**src/rtl/mux7seg_pkg.sv**
```systemverilog
// rtl/mux7seg_pkg.sv - shared constants and helpers for the 7-segment elapsed-time display
package mux7seg_pkg;

  // Active-high segment patterns, bit 6 = a ... bit 0 = g
  localparam logic [6:0] SEG_OFF = 7'b0000000;
  localparam logic [6:0] SEG_PATTERN [0:9] = '{
    7'b1111110, 7'b0110000, 7'b1101101, 7'b1111001, 7'b0110011,
    7'b1011011, 7'b1011111, 7'b1110000, 7'b1111111, 7'b1111011
  };

  // Time mode alternates seconds/minutes tens digits (radix 6) on digits 1 and 3
  function automatic logic [3:0] digit_radix(input int index, input bit time_mode);
    if (time_mode && index < 4 && index[0]) return 4'd6;
    return 4'd10;
  endfunction

  function automatic int cnt_width(input int n);
    return (n < 2) ? 1 : $clog2(n);
  endfunction

endpackage

```
**src/rtl/seg7_bcd_decoder.sv**
```systemverilog
// rtl/seg7_bcd_decoder.sv - BCD digit to 7-segment pattern with blanking and polarity
module seg7_bcd_decoder
  import mux7seg_pkg::*;
#(
  parameter bit ACTIVE_LOW = 1'b1
) (
  input  logic [3:0] value,
  input  logic       blank,
  output logic [6:0] seg
);

  logic [6:0] pattern;

  always_comb begin
    pattern = SEG_OFF;
    if (!blank && value <= 4'd9) pattern = SEG_PATTERN[value];
    seg = ACTIVE_LOW ? ~pattern : pattern;
  end

endmodule

```
**src/rtl/mux7seg_timer.sv**
```systemverilog
// rtl/mux7seg_timer.sv - BCD elapsed-time counter with multiplexed 7-segment scan output
module mux7seg_timer
  import mux7seg_pkg::*;
#(
  parameter int CLK_HZ         = 50_000_000,
  parameter int TICK_HZ        = 1,
  parameter int SCAN_HZ        = 1000,
  parameter int NUM_DIGITS     = 4,
  parameter bit TIME_MODE      = 1'b1,
  parameter bit SEG_ACTIVE_LOW = 1'b1,
  parameter bit DIG_ACTIVE_LOW = 1'b0,
  parameter bit BLANK_LEADING  = 1'b1
) (
  input  logic                    clk,
  input  logic                    reset,
  input  logic                    run,
  input  logic                    clear,
  input  logic                    freeze,
  output logic [6:0]              seg,
  output logic [NUM_DIGITS-1:0]   dig_en,
  output logic [4*NUM_DIGITS-1:0] count_bcd,
  output logic                    tick,
  output logic                    overflow
);

  localparam int TICK_DIV = CLK_HZ / TICK_HZ;
  localparam int SCAN_DIV = CLK_HZ / (SCAN_HZ * NUM_DIGITS);
  localparam int PW       = cnt_width(TICK_DIV);
  localparam int SW       = cnt_width(SCAN_DIV);
  localparam int IW       = cnt_width(NUM_DIGITS);

  localparam logic [PW-1:0] PRE_LAST  = PW'(TICK_DIV - 1);
  localparam logic [SW-1:0] SCAN_LAST = SW'(SCAN_DIV - 1);
  localparam logic [IW-1:0] IDX_LAST  = IW'(NUM_DIGITS - 1);
  localparam logic [6:0]    SEG_ZERO  = SEG_ACTIVE_LOW ? ~SEG_PATTERN[0] : SEG_PATTERN[0];

  logic [PW-1:0]           pre;
  logic                    tick_event;
  logic [4*NUM_DIGITS-1:0] count_next;
  logic                    all_max;
  logic [4*NUM_DIGITS-1:0] snap;
  logic [SW-1:0]           scan_cnt;
  logic [IW-1:0]           scan_idx;
  logic [NUM_DIGITS-1:0]   blank_vec;
  logic [3:0]              cur_digit;
  logic                    cur_blank;
  logic [6:0]              seg_d;
  logic [NUM_DIGITS-1:0]   dig_d;

  assign tick_event = run && (pre == PRE_LAST);

  // Ripple increment across mixed-radix digits, all resolved in one cycle
  always_comb begin
    logic carry;
    count_next = count_bcd;
    all_max    = 1'b1;
    carry      = 1'b1;
    for (int i = 0; i < NUM_DIGITS; i++) begin
      if (count_bcd[4*i +: 4] != digit_radix(i, TIME_MODE) - 4'd1) all_max = 1'b0;
      if (carry) begin
        if (count_bcd[4*i +: 4] == digit_radix(i, TIME_MODE) - 4'd1) begin
          count_next[4*i +: 4] = 4'd0;
        end else begin
          count_next[4*i +: 4] = count_bcd[4*i +: 4] + 4'd1;
          carry = 1'b0;
        end
      end
    end
  end

  always_ff @(posedge clk) begin
    if (reset || clear) begin
      pre       <= '0;
      count_bcd <= '0;
      overflow  <= 1'b0;
      tick      <= 1'b0;
    end else begin
      tick <= 1'b0;
      if (run) pre <= (pre == PRE_LAST) ? '0 : pre + PW'(1);
      if (tick_event && !overflow) begin
        if (all_max) begin
          overflow <= 1'b1;
        end else begin
          count_bcd <= count_next;
          tick      <= 1'b1;
        end
      end
    end
  end

  always_ff @(posedge clk) begin
    if (reset)       snap <= '0;
    else if (!freeze) snap <= count_bcd;
  end

  always_ff @(posedge clk) begin
    if (reset) begin
      scan_cnt <= '0;
      scan_idx <= '0;
    end else if (scan_cnt == SCAN_LAST) begin
      scan_cnt <= '0;
      scan_idx <= (scan_idx == IDX_LAST) ? '0 : scan_idx + IW'(1);
    end else begin
      scan_cnt <= scan_cnt + SW'(1);
    end
  end

  // A digit is blanked when it and every more-significant digit are zero
  always_comb begin
    logic upper_zero;
    upper_zero = 1'b1;
    blank_vec  = '0;
    for (int i = NUM_DIGITS - 1; i >= 0; i--) begin
      upper_zero   = upper_zero && (snap[4*i +: 4] == 4'd0);
      blank_vec[i] = BLANK_LEADING && (i != 0) && upper_zero;
    end
  end

  always_comb begin
    cur_digit = 4'd0;
    cur_blank = 1'b0;
    dig_d     = '0;
    for (int i = 0; i < NUM_DIGITS; i++) begin
      dig_d[i] = (scan_idx == IW'(i)) ^ DIG_ACTIVE_LOW;
      if (scan_idx == IW'(i)) begin
        cur_digit = snap[4*i +: 4];
        cur_blank = blank_vec[i];
      end
    end
  end

  seg7_bcd_decoder #(.ACTIVE_LOW(SEG_ACTIVE_LOW)) u_decoder (
    .value(cur_digit),
    .blank(cur_blank),
    .seg  (seg_d)
  );

  always_ff @(posedge clk) begin
    if (reset) begin
      seg    <= SEG_ZERO;
      dig_en <= {NUM_DIGITS{DIG_ACTIVE_LOW}} ^ NUM_DIGITS'(1);
    end else begin
      seg    <= seg_d;
      dig_en <= dig_d;
    end
  end

endmodule

```
**config.mk**
```make
export PLATFORM = sky130hd
export DESIGN_NAME = mux7seg_timer
export DESIGN_NICKNAME = d
export VERILOG_FILES = /design/src/rtl/mux7seg_pkg.sv /design/src/rtl/seg7_bcd_decoder.sv /design/src/rtl/mux7seg_timer.sv
export SDC_FILE = /design/constraint.sdc
export NUM_CORES = 1
export LEC_CHECK = 0
export BUFFER_PORTS_ARGS = -buffer_cell sky130_fd_sc_hd__buf_4
export CORE_MARGIN = 1
export CORE_UTILIZATION = 55
export CTS_BUF_LIST = sky130_fd_sc_hd__clkbuf_4
export CTS_CLUSTER_DIAMETER = 150
export DETAILED_ROUTE_END_ITERATION = 8
export PLACE_DENSITY_LB_ADDON = 0.2
export SLEW_MARGIN = 20
export SYNTH_ARGS = -nofsm -noshare
export SYNTH_HDL_FRONTEND = slang
export SYNTH_SLANG_ARGS = --single-unit
```
**constraint.sdc**
```tcl
create_clock -name clk -period 3.65 [get_ports clk]
set_clock_uncertainty 0.05 [all_clocks]
set_input_delay 0.73 -clock clk [delete_from_list [all_inputs] [get_ports clk]]
set_output_delay 0.73 -clock clk [all_outputs]
set_load 0.03 [all_outputs]
```
**Word level (Yosys, flattened, before mapping)**

Memory sizes are Yosys's and may differ from the RTL's.
Index checks and enable logic that the tools add are counted.

- Memories: 1
- Bits of input ports: 5
- Word-level logic and storage cells: 92
- Memory bits (read-only): 112
- Output and inout bits: 29
- Flip-flop bits (word level): 87

Memory list:

| name | words | width | rd ports | clocked after Yosys merged registers in | wr ports | RTL line | RTL |
|---|---|---|---|---|---|---|---|
| (name not given) | 16 | 7 | 1 | 0 | 0 | seg7_bcd_decoder.sv:16 | `if (!blank && value <= 4'd9) pattern = SEG_PATTERN[value];` |

- Bitwise gates (word level): 4
- Eq/ne operators: 13
- Order comparisons: 2
- Reduce and logical (&&, ||, !) cells: 19
- Multiplexer cells: 32
- Add/subtract/negate cells: 9

Operator list:

| kind | number |
|---|---|
| 4-bit two-way mux | 12 |
| 26-bit by 1-bit adder with 26-bit output, second input constant | 1 |
| 26-bit == test, second input constant | 1 |
| 26-bit two-way mux | 1 |
| 7-bit two-way mux | 3 |
| 4-bit by 1-bit adder with 4-bit output, second input constant | 4 |
| 1-bit two-way mux | 15 |
| 14-bit by 1-bit adder with 14-bit output, second input constant | 1 |
| 14-bit == test, second input constant | 1 |
| 4-bit logical NOT | 3 |
| 3-bit AND reduction | 3 |
| 4-bit == test | 2 |
| 4-bit == test, second input constant | 2 |
| 4-bit by 3-bit inequality test with 1-bit output, second input constant | 2 |
| 4-bit inequality test, second input constant | 2 |
| 4-bit by 1-bit subtractor with 4-bit output, second input constant | 2 |
| 7-bit inverter | 1 |
| 5-bit greater-or-equal comparator, second input constant | 1 |
| 1-bit logical AND | 5 |
| 4-bit inverter with 5-bit output | 1 |
| 2-bit == test, second input constant | 2 |
| 4-bit less-or-equal comparator, second input constant | 1 |
| 2-bit AND reduction | 2 |
| 2-bit OR reduction | 2 |
| other kinds (7) | 9 |

**Longest topological paths before layout**

Gate-level depths: netlist of run 1.

- Depth after elaboration: 16
- Gate-level depth with buffers: 12
- Mapped depth without buffers: 11

**By module**

Synthesis of run 1 repeated with hierarchy kept, for this count alone.

- Cell total of the unflattened synthesis: 470
- Area total of the unflattened synthesis: 4132.7 um^2

By module, submodules not included:

| module | instances | area each (um^2) | sequential area each (um^2) | cells an instance |
|---|---|---|---|---|
| mux7seg_timer | 1 | 3905.0 | 1741.7 | 440 |
| seg7_bcd_decoder | 1 | 227.7 | 0.0 | 30 |

**Worst setup path before layout of run 1**

Ideal clock, no wire load.

- Path type: register to register
- Start: reg scan_idx[0]
- End: reg seg[3]
- Library setup time: 0.070 ns
- Data required time: 3.530 ns
- Arrival time: 2.535 ns
- Stages on the path, launching flop included: 11
- Path buffers: 1
- Period minus slack after synthesis: 2.656 ns
- Path slack: 0.994 ns
- Cells stage by stage: dfxtp_1 inv_1 ha_1 clkbuf_1 inv_1 o311ai_0 inv_1 ha_1 mux2i_1 or2_2 a21oi_1

- Elaborated cells between the ends (all ways): 20
- Those cells by class: order compare: 1; eq/ne: 3; mux: 10; bitwise: 2; reduce/logical: 3; memory: 1

RTL lines:

| item | RTL line | RTL |
|---|---|---|
| start, declared | mux7seg_timer.sv:43 | `logic [IW-1:0] scan_idx;` |
| start signal, assigned | mux7seg_timer.sv:102 | `scan_idx <= (scan_idx == IDX_LAST) ? '0 : scan_idx + IW'(1);` |
| 2-bit == test (*) | -- |  |
| named net dig_d[2] | mux7seg_timer.sv:48 | `logic [NUM_DIGITS-1:0] dig_d;` |
| 4-bit two-way mux (2 in a row) | mux7seg_timer.sv:125 | `if (scan_idx == IW'(i)) begin` |
| 4-bit inverter with 5-bit output (not written as such) | seg7_bcd_decoder.sv:16 |  |
| memory read 16 x 7 bit | -- |  |
| 7-bit two-way mux (not written as such) (2 in a row) | seg7_bcd_decoder.sv:16 |  |
| 7-bit two-way mux (*) | seg7_bcd_decoder.sv:16 |  |
| 7-bit inverter (*) | seg7_bcd_decoder.sv:17 | `seg = ACTIVE_LOW ? ~pattern : pattern;` |
| end signal, assigned | mux7seg_timer.sv:143 | `seg <= seg_d;` |
| end, declared | mux7seg_timer.sv:19 | `output logic [6:0] seg,` |

The timed path passes the listed nets; every way through them passes the cells marked *. The select of a mux whose other input is x is not followed.
A chain may end at the register's enable or synchronous reset.

**Worst setup path in the final report of run 1**

- Start: reg scan_idx[0]
- End: reg seg[0]

The elaborated chain is that of the path after synthesis.

==> results of run 1 <==
==> logic make-up after synthesis <==
| kind of cell | count (synthesis) |
|---|---|
| compound gates | 45 |
| xor+xnor | 39 |
| fa+ha+maj | 13 |
| buf+inv | 34 |
| flops | 87 |
| mux | 27 |
| simple gates | 224 |
==> registers in the layout, indices dropped and copies added, names as in the netlist <==
signal and count:
snap 16, tick 1, count_bcd 16, overflow 1
scan_cnt 14, scan_idx 2, pre 26, dig_en 4
seg 7
==> path summary, 6_finish.rpt <==
| check | slack (ps) | from | cells past startpoint | end |
|---|---|---|---|---|
| max | 980 | scan_idx[0]$_SDFFE_PP0P_ | 9 | seg[0]$_SDFF_PP1_ |
| min | 430 | scan_cnt[0]$_SDFF_PP0_ | 1 | scan_cnt[0]$_SDFF_PP0_ |
| max reg2reg | 980 | scan_idx[0]$_SDFFE_PP0P_ | 9 | seg[0]$_SDFF_PP1_ |
| min reg2reg | 430 | scan_cnt[0]$_SDFF_PP0_ | 1 | scan_cnt[0]$_SDFF_PP0_ |
==> cell usage in the layout (no fill, tap or decap), types with 5 or more instances in the layout <==
master	n
a21oi_1	16
and3_1	12
buf_4	34
clkbuf_4	10
dfxtp_1	87
ha_1	13
inv_1	17
mux2i_1	26
nand2_1	32
nand3_1	16
nand4_1	12
nor2_1	75
nor2b_1	8
nor3_1	10
nor4_1	12
o21ai_0	7
or3_1	5
xnor2_1	26
xor2_1	13
==> per-stage QoR <==
stage	util [%]	std cells	power [mW]	hold WS, ps	setup slack [ps]
floorplan	-	469	1.01	376	994
detailed placement	61.2	585	1.01	395	732
finish	63.0	601	1.51	426	980
CTS	63.0	601	1.53	425	697
global placement	61.2	585	1.01	392	886
global route	63.0	601	1.58	470	670
==> cell usage after synthesis (all sizes together) (2+ instances only) <==
cell    count  area, sq um
a211oi      5         42.5
a21oi      16         80.1
a31oi       2         12.5
and2        3         18.8
and3       12         75.1
and4        4         35.0
buf         2         11.3
clkbuf     15         57.6
dfxtp      87         1740
ha         13          163
inv        17         63.8
mux2i      26          260
nand2      32          120
nand2b      3         18.8
nand3      16         80.1
nand3b      4         30.0
nand4      13         87.6
nand4b      2         17.5
nor2       76          288
nor2b       8         50.1
nor3       11         60.1
nor3b       3         22.5
nor4       12         75.1
nor4b       4         35.0
nor4bb      4         40.0
o21ai       7         35.0
o31ai       2         15.0
or2         4         25.0
or3         5         31.3
or4         5         41.3
xnor2      26          228
xor2       13          114
==> critical path, stage by stage (launching register included) <==
cell	delay (ps)
dfxtp_1	370
inv_1	90
ha_1	330
inv_1	100
o311ai_1	660
ha_1	310
nor2_1	40
o21ai_0	200
o21a_1	280
o211ai_1	110
==> routing by layer <==
metal  vias up  routed length (microns)  track usage, %
met2        57                     3680            35.5
met3         8                      312            5.88
met1      1598                     3970            29.3
met4         0                       60            5.72
met5         -                        0               0
li1       1696                        -               -
==> layout make-up <==
class | count | area, sq um | share of cell area [%]
flip-flops and latches | 87 | 1740 | 38.1
clock inverters | 6 | 51.3 | 1.12
inverters | 17 | 63.8 | 1.40
multi-input cells | 348 | 2260 | 49.4
clock buffers | 10 | 75.1 | 1.64
repair buffers | 34 | 255 | 5.59
well taps | 99 | 124 | 2.71
==> report_power, final <==
| group | switching, mW | internal [mW] |
|---|---|---|
| combinational | 0.0248 | 0.0116 |
| clock | 0.309 | 0.208 |
| sequential | 0.00338 | 0.953 |
| total | 0.337 | 1.17 |
==> flow_summary.toml, run 1 <==
[outcome]
status = "complete, no violations"

[yosys]
synth_adder_area_share_pct = 3.94
synth_top_family_by_area = "simple AND/OR/NAND/NOR gates"
syn-instance-count = 469
synth-simple-area-share_pct = 28.6
synthFlopType = "dfxtp_1"
avgSynthCellArea_sq_um = 8.81
ys_seq_area_share_pct = 42.2
synth_cell_types = 56
synth_warnings = 0
synth_nets = 487
synth_area_sq_um = 4130
async_flop_share_pct = 0
synth_edf_count = 0
synth_compound_area_share_pct = 7.21
muxShareOfSynthArea_pct = 6.57
synth_seq_cells = 87
synth_xor_xnor_area_share_pct = 8.27

[route]
dr.pass1.iters = 5
vias = 3359
dr.first_iter.drc_count = 145
drtAntennaViolNets = 0
routed_via_density = 5.59
route.detailed.drc = 0
totalWireLength_mm = 8.02
wl_per_cell_microns = 13.3

[floorplan]
row_count = 31
die_area_sq_um = 7860
io_pins = 34
die_w_microns = 88.7
start_util_pct = 56.9
die_y_microns = 88.7
core_sq_um = 7250

[grt]
grt-ovfl-total = 0
grt_max_degree = 32
grt_pass1_vias = 3003
grt_pass1_wl_mm = 13.5
antenna_found_initial = 0
grt_usage_pct = 22.0

[clock_tree]
post-cts-setup-buffers = 0
cts-htree-levels = 3
cts_buffer_depth = 2
cts.clk_slew.worst_paths_ps = 120
clock_latency_ps = 420
hold_buffers = 0
cts_tree = "yes"
cts_sinks = 87
cts_root_buf = "clkbuf_4"
ctsResizeCount = 0
cts_made_buffers = 9

[setup_path]
end_kind = "flop"
crit_arrival_ps = 2910
worstSetupStartpointType = "flop"
critical_path_required_ps = 3890
worstSetupPathType = "reg -> reg"
path_max_fanout = 9

[final_layout]
area_growth_pct = 10.6
drive_above_1_share_pct = 12.0
n_antenna_cell = 0
fill_cells = 635
design_area_sq_um = 4570
num-nets-final = 515

[place]
dp_hpwl_mm = 5.61
port_buffers = 33
postPlaceCellArea_sq_um = 4440
gp_congestion = 0.803

[min_path]
holdCritPathClass = "reg -> reg"

[pwr]
powerDensity_nw_per_um2 = 331
peakVddDrop_uv = 236
p_leak_nw = 1.69

[sta]
setup_viol = 0
post-route-period-util_pct = 73.1
worst_pin_slew_ps = 812
fin_crit_ps = 2670
rsz0062_at_grt = "no"
hold_viol_final = 0
finalSetupTns_ps = 0
drv_slew = 0
max_freq_ghz = 0.375
slew_headroom_pct = 45.8

[job]
drv_cap = 0
Note: power is estimated with default switching activity, not from simulation.
==> inputs of run 2 (changes only) <==
--- a/config.mk
+++ b/config.mk
@@ -5,6 +5,7 @@
 export SDC_FILE = /design/constraint.sdc
 export NUM_CORES = 1
 export LEC_CHECK = 0
+export ABC_AREA = 1
 export BUFFER_PORTS_ARGS = -buffer_cell sky130_fd_sc_hd__buf_4
 export CORE_MARGIN = 1
 export CORE_UTILIZATION = 55
==> constraint.sdc (replaced) <==
create_clock -name clk -period 2.1 [get_ports clk]
set_clock_uncertainty 0.05 [all_clocks]
set_input_delay 0.42 -clock clk [delete_from_list [all_inputs] [get_ports clk]]
set_output_delay 0.42 -clock clk [all_outputs]
set_load 0.03 [all_outputs]
==> run 2 against run 1 <==
Die area up 7.2%. Fmax grew 32%. Utilization rose by 2.6 points. Final area rose by 11%. Hold slack worse by 270 ps. Sequential share of layout area down 3.8 points. Synthesized cell count is 35% higher. Worst setup slack worse by 900 ps. Via count is 23% higher. Power is 86% higher. Non-clock buffer count is 14 higher. Synthesized area up 7.4%. Critical endpoint is now seg[2]$_SDFF_PP0_. Largest power group unchanged.
==> flow_summary.toml, run 2 <==
[outcome]
status = "complete, no violations"

[route]
route.detailed.drc = 0
vias = 4144
dr.first_iter.drc_count = 226
wl_per_cell_microns = 12.5
totalWireLength_mm = 9.87
routed_via_density = 5.24
dr.pass1.iters = 4
drtAntennaViolNets = 0

[setup_path]
crit_slowest_cell = "dfxtp_4"
rrSetupSlack_ps = 80
crit_family = "simple AND/OR/NAND/NOR gates"
setup.worst_path.start = "scan_idx[0]$_SDFFE_PP0P_"
r2r_start = "scan_idx[0]$_SDFFE_PP0P_"
cpPeakStageDelay_ps = 430
worstRegToRegCells = 15
worstSetupStartpointType = "flop"
r2r_end = "seg[2]$_SDFF_PP0_"
crit_arrival_ps = 2340
critical_path_required_ps = 2420
path_max_fanout = 4
end_kind = "flop"
path_buf_inv = 3
worstSetupPathType = "reg -> reg"
crit_top_cell = "nand2_1"
crit_chain = "inv_4, ha_4, nand3_2, o21ai_1, nand2_1, nand2_1, o21ai_2, inv_1, ha_2, or2_2, nand2_1, nand2_1, nand2_2, inv_2, a21oi_2"

[final_layout]
largest-register = "pre"
fill_cells = 696
fin_util_pct = 65.5
top_regs = "pre (26), count_bcd (16), snap (16)"
layout_commonest_cell = "nand2_1"
layout_common_cells = "126 x nand2_1, 87 x nor2_1, 85 x dfxtp_1, 74 x inv_1, 49 x a21oi_1"
largest_reg_flops = 26
area_growth_pct = 14.8
n_antenna_cell = 0
drive_above_1_share_pct = 17.6
num-nets-final = 702

[floorplan]
core_sq_um = 7770
row_count = 32
die_area_sq_um = 8430
io_pins = 34
die_y_microns = 91.8
start_util_pct = 57.1
die_w_microns = 91.8

[clock_tree]
cts_tree = "yes"
cts_sinks = 87
cts.clk_slew.worst_paths_ps = 140
cts-htree-levels = 3
cts_made_buffers = 9
cts_buffer_depth = 2
cts_root_buf = "clkbuf_4"
hold_buffers = 0
clock_latency_ps = 430
post-cts-setup-buffers = 0

[yosys]
ys_seq_area_share_pct = 39.3
ys_top_cells_by_area = "dfxtp_1 39%, nand2_1 11%, nor2_1 7.4%"
yosysMostFrequentCell = "nand2_1"
yosysTopAreaCell = "dfxtp_1"
synth_common_cells = "127 x nand2_1, 88 x nor2_1, 87 x dfxtp_1"
syn-instance-count = 635
synth_warnings = 0
avgSynthCellArea_sq_um = 6.99
synth_edf_count = 0
synth_cell_types = 40
synth_nets = 653
synth_seq_cells = 87
async_flop_share_pct = 0
synthFlopType = "dfxtp_1"
synth_top_area_share_pct = 39.3
synth_area_sq_um = 4440

[sta]
post-route-period-util_pct = 96.0
max_freq_ghz = 0.496
hold_viol_final = 0
setup_viol = 0
slew_headroom_pct = 62.8
rsz0062_at_grt = "yes"
drv_slew = 0
fin_crit_ps = 2020
worst_pin_slew_ps = 553
setup_ws_ps = 83.9

[min_path]
holdCritPathClass = "in -> reg"
min_from = "freeze"
holdPathEnd = "snap[9]$_SDFFE_PP0N_"
holdPathStages = 2

[grt]
grt_pass1_vias = 3851
grt_pass1_wl_mm = 16.8
antenna_found_initial = 0
grt_max_degree = 24
grt-ovfl-total = 0
grt_usage_pct = 24.6

[pwr]
power_mw = 2.81
peakVddDrop_uv = 285
p_leak_nw = 2.05
powerDensity_nw_per_um2 = 551

[job]
drv_cap = 0

[place]
port_buffers = 33
post-place-ws_ps = -93.4
gp_congestion = 0.953
dp_hpwl_mm = 7.43
## run 2: worst max-delay path by stage
stage,to,cells past startpoint
after detailed placement,seg[3]$_SDFF_PP0_,14
after global routing,seg[3]$_SDFF_PP0_,15
after floorplan,seg[2]$_SDFF_PP0_,15
after global placement,seg[2]$_SDFF_PP0_,15
final,seg[2]$_SDFF_PP0_,15
after CTS,seg[3]$_SDFF_PP0_,15
## run 2: cell families (layout without fill, tap and decap cells)
family	after synthesis	in the layout	share of synthesized area [%]
and+or+nand+nor	330	330	34.5
buffers and inverters	97	151	8.63
AOI/OAI and AO/OA	94	94	11.2
DFF	87	87	39.3
xor gates and xnor gates	14	14	2.76
adders and majority gates	13	13	3.67
## run 2: worst reg2reg max path: stages (launching register included)
cell     delay, ps
dfxtp_4        430
inv_4           70
ha_4           170
nand3_2         70
o21ai_1         60
nand2_1         60
nand2_1         60
o21ai_2         80
inv_1           80
ha_2           160
or2_2          280
nand2_1         70
nand2_1         50
nand2_2        100
inv_2           60
a21oi_2        120
## run 2: cell type report
type	instances	area [sq um]	share of cell area, %
clock buffers	9	67.6	1.33
clock inverters	7	63.8	1.25
inverters	87	334	6.56
multi-input cells	451	2390	47.0
flip-flops and latches	87	1750	34.3
well taps	102	128	2.51
repair buffers	48	360	7.08
## run 2: power breakdown
part,leakage (nW),total (mW),internal [mW],switching (mW)
registers,0.707,1.70,1.68,0.0176
logic,1.27,0.182,0.0679,0.114
clock network,0.0691,0.927,0.353,0.574
## run 2: what timing repair did
action | in CTS | in global routing
pin swaps | 1 | 7
setup endpoints to repair | 5 | 15
resized for setup | 12 | 17
## run 2: through the flow
step	setup TNS (ps)	hold WS, ps	instance area [sq um]	instances
CTS	0	146	5030	791
detailed placement	-210	406	4870	775
global placement	0	378	4870	775
finish	0	154	5090	791
floorplan	0	367	4440	635
global route	-26.9	165	5090	791
## run 2: per-layer routing
| layer | routed length (microns) | vias to the layer above | track usage (%) |
|---|---|---|---|
| li1 | - | 2147 | - |
| met1 | 4580 | 1865 | 31.6 |
| met2 | 4540 | 116 | 41.5 |
| met3 | 550 | 16 | 3.48 |
| met4 | 204 | 0 | 10.0 |
| met5 | 0 | - | 0 |
==> inputs of run 3 (changes only) <==
--- a/config.mk
+++ b/config.mk
@@ -8,10 +8,11 @@
 export ABC_AREA = 1
 export BUFFER_PORTS_ARGS = -buffer_cell sky130_fd_sc_hd__buf_4
 export CORE_MARGIN = 1
-export CORE_UTILIZATION = 55
+export CORE_UTILIZATION = 50
 export CTS_BUF_LIST = sky130_fd_sc_hd__clkbuf_4
 export CTS_CLUSTER_DIAMETER = 150
 export DETAILED_ROUTE_END_ITERATION = 8
+export MAX_ROUTING_LAYER = met4
 export PLACE_DENSITY_LB_ADDON = 0.2
 export SLEW_MARGIN = 20
 export SYNTH_ARGS = -nofsm -noshare
==> run 3 against run 2 <==
The run now ends with negative setup slack left. Fmax down 4.5%. Flip-flop and latch count unchanged. First-iteration DRC count up 0.88%. Final area up 0.98%. Non-clock buffer count up 2. Critical path depth down 3. Via count down 1.1%. Routed wire length up 2.3%.
==> flow_summary.toml, run 3 (synthesis gave the netlist of run 2 again) <==
[clock_tree]
cts-htree-levels = 3
hold_buffers = 0
cts_made_buffers = 9
clock_latency_ps = 430
cts.clk_slew.worst_paths_ps = 130
cts_buffer_depth = 2
cts_tree = "yes"
cts_sinks = 87
cts_root_buf = "clkbuf_4"

[final_layout]
layout_commonest_cell = "nand2_1"
num-nets-final = 704
design_area_sq_um = 5140
n_antenna_cell = 0
drive_above_1_share_pct = 18.8
top_regs = "pre (26), count_bcd (16), snap (16)"
largest_reg_flops = 26
area_growth_pct = 15.9
largest-register = "pre"
layout_common_cells = "123 x nand2_1, 85 x nor2_1, 85 x dfxtp_1, 73 x inv_1, 50 x a21oi_1"

[setup_path]
crit_arrival_ps = 2390
setup.worst_path.start = "scan_idx[0]$_SDFFE_PP0P_"
critical_path_required_ps = 2380
crit_chain = "clkinvlp_4, ha_4, buf_6, nand3_2, nand3_2, a22o_1, buf_6, ha_4, nand3b_1, nand2_1, o21bai_1, nand3_1"
end_kind = "flop"
worstRegToRegCells = 12
worstSetupStartpointType = "flop"
worstSetupPathType = "reg -> reg"
rrSetupSlack_ps = -10
path_max_fanout = 4
r2r_end = "seg[0]$_SDFF_PP1_"
crit_slowest_cell = "dfxtp_4"
cpPeakStageDelay_ps = 410
r2r_start = "scan_idx[0]$_SDFFE_PP0P_"

[outcome]
status = "complete, but fails checks"
violations = "negative setup slack"

[pwr]
powerDensity_nw_per_um2 = 544
power_mw = 2.80
peakVddDrop_uv = 353
p_int_mw = 2.12
seqPwrFrac_pct = 60.6
p_sw_share_pct = 24.1
combPwrFrac_pct = 7.0
pwr-share-clk_pct = 32.4
power_switching_uw = 675
p_leak_nw = 2.07

[place]
port_buffers = 33
gp_congestion = 0.891
postPlaceCellArea_sq_um = 4860
dp_hpwl_mm = 7.44

[route]
vias = 4098
wl_per_cell_microns = 12.7
dr.pass1.iters = 4
route.detailed.drc = 0
drtAntennaViolNets = 0
totalWireLength_mm = 10.1
routed_via_density = 5.17
dr.first_iter.drc_count = 228

[floorplan]
die_w_microns = 96.2
die_y_microns = 96.2
start_util_pct = 52.9
io_pins = 34
die_area_sq_um = 9250
row_count = 33
core_sq_um = 8380

[sta]
max_freq_ghz = 0.474
rsz0062_at_grt = "yes"
slew_headroom_pct = 63.6
setup_viol = 2
drv_slew = 0
post-route-period-util_pct = 100
fin_crit_ps = 2110
hold_viol_final = 0
worst_pin_slew_ps = 546
setup_ws_ps = -10.1

[min_path]
min_from = "freeze"
holdPathEnd = "snap[6]$_SDFFE_PP0N_"
holdCritPathClass = "in -> reg"
holdPathStages = 2

[job]
drv_cap = 0

[grt]
grt_usage_pct = 23.5
grt_pass1_wl_mm = 16.3
antenna_found_initial = 0
grt_pass1_vias = 3727
grt-ovfl-total = 0
grt_max_degree = 24
==> run 3: changes by cell type in the layout (fill, tap and decap cells not counted), moves of 2 or more <==
cell	before	now
nand3_2	2	4
nand2_2	5	7
nand2_1	126	123
o21ai_0	30	28
nand3_1	43	41
nor2_2	7	9
buf_6	0	3
clkinv_2	3	1
clkbuf_4	9	11
nor2_1	87	85
==> run 3: cell type report <==
class	instances	area (sq um)
Sequential cell	87	1750
Clock buffer	11	82.6
Multi-Input combinational cell	451	2420
Fill cell	779	3240
Inverter	87	338
Tap cell	105	131
Clock inverter	2	35.0
Timing Repair Buffer	50	387
==> run 3: power groups by stage <==
stage | Sequential (mW) | Clock [mW] | Combinational, mW
after floorplan | 1.75 | 0 | 0.111
after global routing | 1.70 | 1.00 | 0.219
after CTS | 1.70 | 0.931 | 0.179
after global placement | 1.73 | 0 | 0.174
final | 1.70 | 0.906 | 0.196
after detailed placement | 1.73 | 0 | 0.179
==> run 3: worst max-delay path, delay by kind of cell (launching register included) <==
kind / cells / cell delay [ps]
adders and majority gates: 2 / 340
AOI/OAI and AO/OA: 2 / 360
buffers and inverters: 3 / 390
and+or+nand+nor: 5 / 470
DFF: 1 / 410
==> run 3: what timing repair did <==
action | in CTS | in global routing
resized for setup | 7 | 37
pin swaps | 1 | 11
gates cloned | 0 | 0
buffers inserted | 0 | 4
endpoints found under the setup margin | 6 | 21
==> run 3: routing by layer <==
layer | wire length, microns | part of all wire (%) | track usage, %
met5 | 0 | 0 | -
met3 | 284 | 2.8 | 3.32
met1 | 4930 | 49 | 29.5
met4 | 157 | 1.6 | 8.96
met2 | 4720 | 47 | 38.1
==> run 3: worst max path at each step <==
stage / end / slack [ps]
2_1_floorplan: seg[2]$_SDFF_PP0_ / 20
3_3_place_gp: seg[3]$_SDFF_PP0_ / 40
3_5_place_dp: seg[3]$_SDFF_PP0_ / -90
4_1_cts: seg[3]$_SDFF_PP0_ / 0.9
5_1_grt: seg[3]$_SDFF_PP0_ / -140
6_report: seg[0]$_SDFF_PP1_ / -10
==> run 3: stage by stage <==
stage	setup TNS, ps	hold WS [ps]	setup WS, ps	util (%)	cells
floorplan	0	367	21.9	-	635
global placement	0	377	39.7	58.0	776
detailed placement	-274	387	-89.3	58.0	776
CTS	0	140	0.893	59.5	789
global route	-644	152	-137	61.3	793
finish	-15.8	158	-10.1	61.3	793
